$ cat config.mk
export PLATFORM = sky130hd
export DESIGN_NAME = pc_fetch_sequencer_flat
export DESIGN_NICKNAME = d
export VERILOG_FILES = /design/src/rtl/pc_fetch_sequencer_if.sv /design/src/rtl/pc_fetch_sequencer.sv /design/src/flat_wrapper.sv
export SDC_FILE = /design/constraint.sdc
export NUM_CORES = 1
export LEC_CHECK = 0
export BUFFER_PORTS_ARGS = -buffer_cell sky130_fd_sc_hd__buf_2
export CAP_MARGIN = 10
export CELL_PAD_IN_SITES_DETAIL_PLACEMENT = 1
export CELL_PAD_IN_SITES_GLOBAL_PLACEMENT = 1
export CORE_MARGIN = 2
export CORE_UTILIZATION = 30
export DETAILED_ROUTE_END_ITERATION = 6
export HOLD_SLACK_MARGIN = 0.15
export PLACE_DENSITY_LB_ADDON = 0.08
export SYNTH_ARGS = -nofsm -noshare
export SYNTH_HDL_FRONTEND = slang
export SYNTH_SLANG_ARGS = --single-unit
export TNS_END_PERCENT = 10
$ cat constraint.sdc
create_clock -name clk -period 4.2 [get_ports clk]
set_clock_uncertainty 0.05 [all_clocks]
set_input_delay 0.21 -clock clk [delete_from_list [all_inputs] [get_ports clk]]
set_output_delay 0.21 -clock clk [all_outputs]
set_load 0.02 [all_outputs]
$ cat src/rtl/pc_fetch_sequencer_if.sv
// Instruction-memory request/acknowledge bundle between the fetch sequencer and imem.
// Handshake: imem_req stays high with a stable imem_addr until the cycle imem_ack is high; that edge completes the transfer.
interface pc_fetch_sequencer_if #(
  parameter int WIDTH = 32
);
  logic             imem_req;
  logic [WIDTH-1:0] imem_addr;
  logic             imem_ack;

  modport master (
    output imem_req,
    output imem_addr,
    input  imem_ack
  );

  modport slave (
    input  imem_req,
    input  imem_addr,
    output imem_ack
  );
endinterface

$ cat src/rtl/pc_fetch_sequencer.sv
// Program counter owner and instruction-fetch sequencer: issues imem requests,
// selects PC+1 / branch / jump, honours decode stalls and squashes redirected fetches.
module pc_fetch_sequencer #(
  parameter int               WIDTH    = 32,
  parameter logic [WIDTH-1:0] RESET_PC = '0
) (
  input  logic                   clk,
  input  logic                   rst,
  input  logic                   i_stall,
  input  logic                   i_branch_taken,
  input  logic [WIDTH-1:0]       i_branch_target,
  input  logic                   i_jump,
  input  logic [WIDTH-1:0]       i_jump_target,
  pc_fetch_sequencer_if.master   imem,
  output logic [WIDTH-1:0]       o_pc,
  output logic [WIDTH-1:0]       o_pc_incr,
  output logic                   o_fetch_valid,
  output logic [WIDTH-1:0]       o_fetch_pc,
  output logic [1:0]             o_state
);

  typedef enum logic [1:0] {
    ST_BOOT  = 2'd0,
    ST_FETCH = 2'd1,
    ST_HOLD  = 2'd2
  } state_t;

  state_t           r_state;
  logic [WIDTH-1:0] r_pc;
  logic             r_pend;
  logic [WIDTH-1:0] r_pend_tgt;
  logic             r_fetch_valid;
  logic [WIDTH-1:0] r_fetch_pc;

  state_t           w_state_nxt;
  logic [WIDTH-1:0] w_pc_nxt;
  logic             w_pend_nxt;
  logic [WIDTH-1:0] w_pend_tgt_nxt;
  logic             w_fetch_valid_nxt;
  logic [WIDTH-1:0] w_fetch_pc_nxt;

  logic             w_redirect;
  logic [WIDTH-1:0] w_target;
  logic [WIDTH-1:0] w_pc_incr;

  // Jump outranks branch when both arrive in the same cycle.
  assign w_redirect = i_jump | i_branch_taken;
  assign w_target   = i_jump ? i_jump_target : i_branch_target;
  assign w_pc_incr  = r_pc + WIDTH'(1);

  always_ff @(posedge clk) begin
    if (rst) begin
      r_state       <= ST_BOOT;
      r_pc          <= RESET_PC;
      r_pend        <= 1'b0;
      r_pend_tgt    <= '0;
      r_fetch_valid <= 1'b0;
      r_fetch_pc    <= '0;
    end else begin
      r_state       <= w_state_nxt;
      r_pc          <= w_pc_nxt;
      r_pend        <= w_pend_nxt;
      r_pend_tgt    <= w_pend_tgt_nxt;
      r_fetch_valid <= w_fetch_valid_nxt;
      r_fetch_pc    <= w_fetch_pc_nxt;
    end
  end

  always_comb begin
    w_state_nxt       = r_state;
    w_pc_nxt          = r_pc;
    w_pend_nxt        = r_pend;
    w_pend_tgt_nxt    = r_pend_tgt;
    w_fetch_valid_nxt = 1'b0;
    w_fetch_pc_nxt    = r_fetch_pc;

    case (r_state)
      ST_BOOT: begin
        w_state_nxt = ST_FETCH;
      end

      ST_FETCH: begin
        if (imem.imem_ack) begin
          // A redirect seen while the request was in flight invalidates its data.
          if (w_redirect || r_pend) begin
            w_pc_nxt   = w_redirect ? w_target : r_pend_tgt;
            w_pend_nxt = 1'b0;
          end else begin
            w_fetch_valid_nxt = 1'b1;
            w_fetch_pc_nxt    = r_pc;
            w_pc_nxt          = w_pc_incr;
          end
          w_state_nxt = i_stall ? ST_HOLD : ST_FETCH;
        end else if (w_redirect) begin
          // Address must stay stable until ack, so park the redirect.
          w_pend_nxt     = 1'b1;
          w_pend_tgt_nxt = w_target;
        end
      end

      ST_HOLD: begin
        if (w_redirect) begin
          w_pc_nxt = w_target;
        end
        if (!i_stall) begin
          w_state_nxt = ST_FETCH;
        end
      end

      default: begin
        w_state_nxt = ST_BOOT;
      end
    endcase
  end

  assign imem.imem_req  = (r_state == ST_FETCH);
  assign imem.imem_addr = r_pc;

  assign o_pc          = r_pc;
  assign o_pc_incr     = w_pc_incr;
  assign o_fetch_valid = r_fetch_valid;
  assign o_fetch_pc    = r_fetch_pc;
  assign o_state       = r_state;

endmodule

$ cat src/flat_wrapper.sv
// flat-port wrapper written by rule: the top's interface ports become plain ports
module pc_fetch_sequencer_flat 
#(
  parameter int               WIDTH    = 32,
  parameter logic [WIDTH-1:0] RESET_PC = '0
)
  (clk, rst, i_stall, i_branch_taken, i_branch_target, i_jump, i_jump_target, o_pc, o_pc_incr, o_fetch_valid, o_fetch_pc, o_state, imem_imem_req, imem_imem_addr, imem_imem_ack);
  pc_fetch_sequencer_if #(.WIDTH(WIDTH)) imem_i ();
  input  logic clk;
  input  logic rst;
  input  logic i_stall;
  input  logic i_branch_taken;
  input  logic [WIDTH-1:0] i_branch_target;
  input  logic i_jump;
  input  logic [WIDTH-1:0] i_jump_target;
  output logic [WIDTH-1:0] o_pc;
  output logic [WIDTH-1:0] o_pc_incr;
  output logic o_fetch_valid;
  output logic [WIDTH-1:0] o_fetch_pc;
  output logic [1:0] o_state;
  output wire logic [$bits(imem_i.imem_req)-1:0] imem_imem_req;
  output wire logic [$bits(imem_i.imem_addr)-1:0] imem_imem_addr;
  input wire logic [$bits(imem_i.imem_ack)-1:0] imem_imem_ack;
  assign imem_imem_req = imem_i.imem_req;
  assign imem_imem_addr = imem_i.imem_addr;
  assign imem_i.imem_ack = imem_imem_ack;
  pc_fetch_sequencer #(.WIDTH(WIDTH), .RESET_PC(RESET_PC)) u_core (.clk(clk), .rst(rst), .i_stall(i_stall), .i_branch_taken(i_branch_taken), .i_branch_target(i_branch_target), .i_jump(i_jump), .i_jump_target(i_jump_target), .imem(imem_i), .o_pc(o_pc), .o_pc_incr(o_pc_incr), .o_fetch_valid(o_fetch_valid), .o_fetch_pc(o_fetch_pc), .o_state(o_state));
endmodule
==> qor.txt, run 1 <==
full die area: 21600 sq um
Post-Synthesis Cells: 803
list of most frequent post-synthesis cells: nand2_1 (155), dfxtp_1 (100), a21oi_1 (88)
initial antenna violation count: 0
P_int: 1.60 mW
Multi-input gate area: 3570 sq um
fin. max-slew vios: 0
Max Cap Viol: 0
Mapped Area: 6140 sq um
Lkg Pwr: 3.20 nW
CP Launch Type: flop
Inst Count DP: 1190
Seq pwr share: 43.3%
fill cell count: 2565
Fmax: 0.349 GHz
PD cells: 335 nW/um^2
drt pass-1 iters: 5
crit path time final: 2.86 ns
Final Hold Vio Count: 0
Longest Clk Path Bufs: 2
Rows: 52
placed cell areas: 7090 sq um
max_slew headroom: 31.8%
Non-Filler Instances: 1207
Least-Margin Pin Slew: 1.02 ns
most numerous cell in the Yosys netlist: nand2_1
status: completed
logic gate share of total power: 22.2%
worst setup margin: 1.34 ns
H-tree depth: 3
IO buf count: 201
CP Max Fanout: 11
Crit Path Category: flop to output pin
Die Width: 147 um
Ys Warns: 0
Final setup violation count: 0
wire length per cell: 20.6 um
Synth cell types: 61
Via density: 5.35
Final #Nets: 1003
gp weighted congestion: 0.778
CP required: 3.94 ns
root buf cell: clkbuf_16
DPL Wire Length: 18200 um
hold crit path type: input port to flop
first-pass GRT wire length: 38600 um
asr flop ratio synth: 0%
# diodes: 0
Worst-path clk slew: 0.08 ns
residual DRC count: 0
Vias: 6454
r2r worst-path depth: 6
sequential-to-total area share from yosys stat: 32.6%
largest area contributor in the netlist: dfxtp_1
Critical Path AT: 2.60 ns
TritonCTS Buffers: 9
number of global-route vias before repair: 6446
area grow syn2layout: 20.3%
pre-CTS setup slack: 1.38 ns
synthesized flop and latch total: 100
Min Hold Slack: 0.171 ns
Die H: 147 um
worst IR drop on VDD: 216 uV
Initial Utilization: 30.4%
Critical Path Sink: o_pc_incr[25]
final worst-path cycle share: 68.2%
pin count of the biggest net entering global routing: 56
worst reg2reg startpoint: u_core.o_state[0]
Post-Route WL: 24900 um
Core Footprint: 20200 sq um
post-CTS sizing: 0
Starting DRT DRC Count: 385
Sw Pwr: 0.877 mW
worst flop-to-flop path endpoint: u_core.imem.imem_addr[15]
most used flip-flop cell after synthesis: dfxtp_1
RSZ-0062 raised after global routing: false
Skew-Pair Late Insertion Delay: 0.37 ns
TritonCTS Sinks: 100
synth top area cells: dfxtp_1 (33%), nand2_1 (9.5%), a21oi_1 (7.2%)
grt ovf: 0
number of flops mapped to enable cells by yosys: 0
Setup TNS: 0 ns
layout cells sized above 1: 28.0%
Post-Syn Area per Cell: 7.64 sq um
CP startpoint: u_core.imem.imem_addr[3]
final instance area: 7380 sq um
antenna-violating nets left: 0
Critical Path Sink Type: output pin
sw frac: 35.4%
clock group share of total power: 34.5%
flop-to-flop setup slack: 1.65 ns
CTS tree: built
sequential cell area: 2000 sq um
share of the synthesized area in the top cell type: 32.6%
Total GRT Usage: 22.9%
Synth Net Count: 874
I/O pins: 202
-- cell usage in the layout, fill, tap and decap left out, types with 13 or more instances in the layout --
master	synthesis	final
buf_2	22	200
nand2_1	155	155
dfxtp_1	100	100
a21oi_1	88	88
o21ai_0	41	41
mux2i_1	39	39
nand3_1	27	27
nor2_1	25	24
xnor2_1	20	20
mux2_2	16	16
buf_4	32	16
inv_1	15	15
nand4_1	14	14
nor3_1	13	13
nand2b_1	13	13
a211oi_1	13	13
-- worst max-delay path: stages, from the launching register on --
cell and delay, ns:
dfxtp_1 0.58, nand4_4 0.23, nor3_2 0.66, nand4_1 0.30
xnor2_1 0.26, buf_2 0.20
-- registers in the layout, indices dropped and copies added, names as in the netlist --
register / count
u_core.r_pend: 1
u_core.imem.imem_addr: 32
u_core.o_fetch_valid: 1
u_core.r_pend_tgt: 32
u_core.o_fetch_pc: 32
u_core.o_state: 2
-- per-layer routing --
metal  part of all wire, %  track usage, %  vias up  wire, um
li1                      -               -     3082         -
met1                    48            32.8     3166     11800
met2                    46            36.9      187     11500
met3                   4.9            3.35       19      1230
met4                   1.3            5.10        0       327
met5                     0               0        -         0
-- how the worst min path moves through the flow --
stage	start	endpoint	slack [ns]	cells past startpoint
final	i_branch_target[0]	u_core.r_pend_tgt[0]	0.17	3
after global routing	i_jump_target[0]	u_core.r_pend_tgt[0]	0.18	3
after global placement	u_core.o_fetch_pc[13]	u_core.o_fetch_pc[13]	0.39	2
after detailed placement	u_core.o_fetch_pc[13]	u_core.o_fetch_pc[13]	0.39	2
after floorplan	i_stall	u_core.o_state[1]	0.31	1
after CTS	i_branch_target[0]	u_core.r_pend_tgt[0]	0.16	3
-- per-stage QoR --
step,power [mW],utilization (%)
global placement,1.63,35.1
global route,2.59,36.6
detailed placement,1.64,35.1
finish,2.48,36.6
floorplan,1.44,-
CTS,2.51,36.6
-- power groups by stage --
stage / Combinational [mW] / Sequential, mW / Clock (mW)
2_1_floorplan: 0.353 / 1.09 / 0
3_3_place_gp: 0.543 / 1.09 / 0
3_5_place_dp: 0.549 / 1.09 / 0
4_1_cts: 0.552 / 1.07 / 0.888
5_1_grt: 0.597 / 1.08 / 0.914
6_report: 0.550 / 1.07 / 0.854
-- logic make-up after synthesis --
| family | count (synthesis) | share of synthesized area [%] |
|---|---|---|
| and+or+nand+nor | 304 | 24.5 |
| xor gates and xnor gates | 28 | 4.00 |
| AOI/OAI and AO/OA | 201 | 20.0 |
| DFF | 100 | 32.6 |
| buffers and inverters | 114 | 9.38 |
| adders and majority gates | 1 | 0.204 |
| muxes | 55 | 9.30 |
-- cell type report --
cell class              count  area share, %
clock buffers               9           3.05
clock inverters             7          0.864
inverters                  15          0.762
multi-input cells         589           48.3
flip-flops and latches    100           27.1
well taps                 270           4.57
repair buffers            217           15.3
-- repair_timing --
item / 4_1_cts / 5_1_grt
setup buffers: 0 / 0
hold buffers: 1 / 0
endpoints found under the hold margin: 2 / 0
Power figures use the tool's default switching activity.
==> inputs of run 2 (changes only) <==
==> constraint.sdc (replaced) <==
create_clock -name clk -period 2.8 [get_ports clk]
set_clock_uncertainty 0.05 [all_clocks]
set_input_delay 0.14 -clock clk [delete_from_list [all_inputs] [get_ports clk]]
set_output_delay 0.14 -clock clk [all_outputs]
set_load 0.02 [all_outputs]
==> run 2 against run 1 <==
Non-clock buffer count is 26 higher. Critical path depth is the same. Register-to-register slack worse by 1.2 ns. Design area up 3.0%. Global-route usage is 0.16 points lower. Combinational power up 63%. Sequential power is 47% higher. Power up 52%. Sequential share of layout area decreased by 0.80 points. Via count rose by 1.8%. Sequential cell count unchanged. Critical path type unchanged.
==> qor.txt, run 2 (synthesis gave the netlist of run 1 again) <==
Critical Path Sink Type: output pin (unchanged)
setup bufs post-CTS: 0 (unchanged)
TritonCTS Sinks: 100 (unchanged)
Critical Path AT: 2.42 ns (was 2.60 ns)
most frequent cells in the layout: buf_2 (200), nand2_1 (155), dfxtp_1 (100) (unchanged)
Final setup violation count: 0 (unchanged)
slowest CP cell: dfxtp_1 (was nor3_2)
Via density: 5.33 (was 5.35)
Buf/Inv on CP: 1 (unchanged)
max incr delay on CP: 0.56 ns (was 0.66 ns)
CP startpoint: u_core.imem.imem_addr[5] (was u_core.imem.imem_addr[3])
r2r worst-path depth: 5 (was 6)
Post-Route WL: 25000 um (was 24900 um)
Worst-path clk slew: 0.08 ns (about the same)
Final #Nets: 1029 (was 1003)
hold_sp: i_jump_target[0] (was i_branch_target[0])
max_slew headroom: 46.1% (was 31.8%)
IO buf count: 201 (unchanged)
Setup TNS: 0 ns (unchanged)
DPL Wire Length: 18800 um (was 18200 um)
Lkg Pwr: 3.33 nW (was 3.20 nW)
layout cells sized above 1: 29.3% (was 28.0%)
final instance area: 7610 sq um (was 7380 sq um)
Hold EP: u_core.imem.imem_addr[0] (was u_core.r_pend_tgt[0])
Hold-fix buffers, CTS: 7 (was 1)
placed cell areas: 7250 sq um (was 7090 sq um)
flop-to-flop setup slack: 0.47 ns (was 1.65 ns)
Starting DRT DRC Count: 469 (was 385)
hold crit path type: input port to flop (unchanged)
PD cells: 494 nW/um^2 (was 335 nW/um^2)
I/O pins: 202 (unchanged)
crit-path cells: nand4_4, nor3_4, a41oi_1, or2_2, buf_2 (was nand4_4, nor3_2, nand4_1, xnor2_1, buf_2)
RSZ-0062 raised after global routing: false (unchanged)
area grow syn2layout: 24.0% (was 20.3%)
Rows: 52 (unchanged)
antenna-violating nets left: 0 (unchanged)
Longest Clk Path Bufs: 2 (unchanged)
Die Width: 147 um (unchanged)
Vias: 6571 (was 6454)
grt ovf: 0 (unchanged)
crit path time final: 2.61 ns
Die H: 147 um (unchanged)
Initial Utilization: 30.4% (unchanged)
root buf cell: clkbuf_16 (unchanged)
Crit Path Category: flop to output pin (unchanged)
worst flop-to-flop path endpoint: u_core.imem.imem_addr[18] (was u_core.imem.imem_addr[15])
Max Cap Viol: 0 (unchanged)
fin. max-slew vios: 0 (unchanged)
pin count of the biggest net entering global routing: 64 (was 56)
Total GRT Usage: 22.8% (was 22.9%)
Least-Margin Pin Slew: 0.808 ns (was 1.02 ns)
full die area: 21600 sq um (unchanged)
status: completed (unchanged)
Fmax: 0.383 GHz
most common cell after layout, fill and taps aside: buf_2 (unchanged)
Final Hold Vio Count: 0 (unchanged)
final worst-path cycle share: 93.4%
worst IR drop on VDD: 291 uV (was 216 uV)
initial antenna violation count: 0 (unchanged)
wire length per cell: 20.3 um (was 20.6 um)
delay-heaviest family, CP: simple AND/OR/NAND/NOR gates (unchanged)
first-pass GRT wire length: 38600 um (about the same)
Core Footprint: 20200 sq um (unchanged)
residual DRC count: 0 (unchanged)
hold path cells: 3 (unchanged)
worst reg2reg startpoint: u_core.imem.imem_addr[5] (was u_core.o_state[0])
Skew-Pair Late Insertion Delay: 0.36 ns (was 0.37 ns)
CP required: 2.61 ns (was 3.94 ns)
number of global-route vias before repair: 6524 (was 6446)
Levels on crit path: 5 (unchanged)
Tot Pwr: 3.76 mW (was 2.48 mW)
gp weighted congestion: 0.865 (was 0.778)
post-CTS sizing: 0 (unchanged)
CTS tree: built (unchanged)
CP Max Fanout: 10 (was 11)
drt pass-1 iters: 5 (unchanged)
CP Launch Type: flop (unchanged)
# diodes: 0 (unchanged)
H-tree depth: 3 (unchanged)
TritonCTS Buffers: 9 (unchanged)
[run 2: worst max path at each step]
stage | endpoint
floorplan | u_core.imem.imem_addr[12]
global placement | u_core.imem.imem_addr[18]
detailed placement | u_core.imem.imem_addr[18]
CTS | o_pc_incr[22]
global route | o_pc_incr[12]
finish | o_pc_incr[22]
[run 2: layer usage]
layer | track usage (%) | share of wire [%] | up-vias
li1 | - | - | 3132
met1 | 33.2 | 49 | 3224
met2 | 36.0 | 46 | 198
met3 | 2.86 | 4.7 | 17
met4 | 5.34 | 1.2 | 0
met5 | 0 | 0 | -
[run 2: worst register-to-register path: cells and delay by family, from the launching register on]
family             cells  cell delay, ns
AOI/OAI and AO/OA      1            0.19
DFF                    1            0.56
and+or+nand+nor        4            1.46
[run 2: where the power goes]
part | switching (mW) | total, mW | internal [mW]
logic | 0.580 | 0.898 | 0.317
registers | 0.0884 | 1.57 | 1.49
clock network | 0.659 | 1.29 | 0.629
[run 2: layout make-up]
class                   count  area, sq um
clock buffers               9          225
clock inverters             7         66.3
fillers                  2540        12600
inverters                  15         56.3
multi-input cells         589         3570
flip-flops and latches    100         2000
well taps                 270          338
repair buffers            243         1350
[run 2: per-stage QoR]
stage | cells | util (%) | setup WS [ns] | hold slack (ns)
2_1_floorplan | 803 | - | 0.594 | 0.236
3_3_place_gp | 1210 | 35.9 | 0.618 | 0.368
3_5_place_dp | 1210 | 35.9 | 0.499 | 0.384
4_1_cts | 1233 | 37.7 | 0.188 | 0.165
5_1_grt | 1233 | 37.7 | 0.0693 | 0.202
6_report | 1233 | 37.7 | 0.186 | 0.169
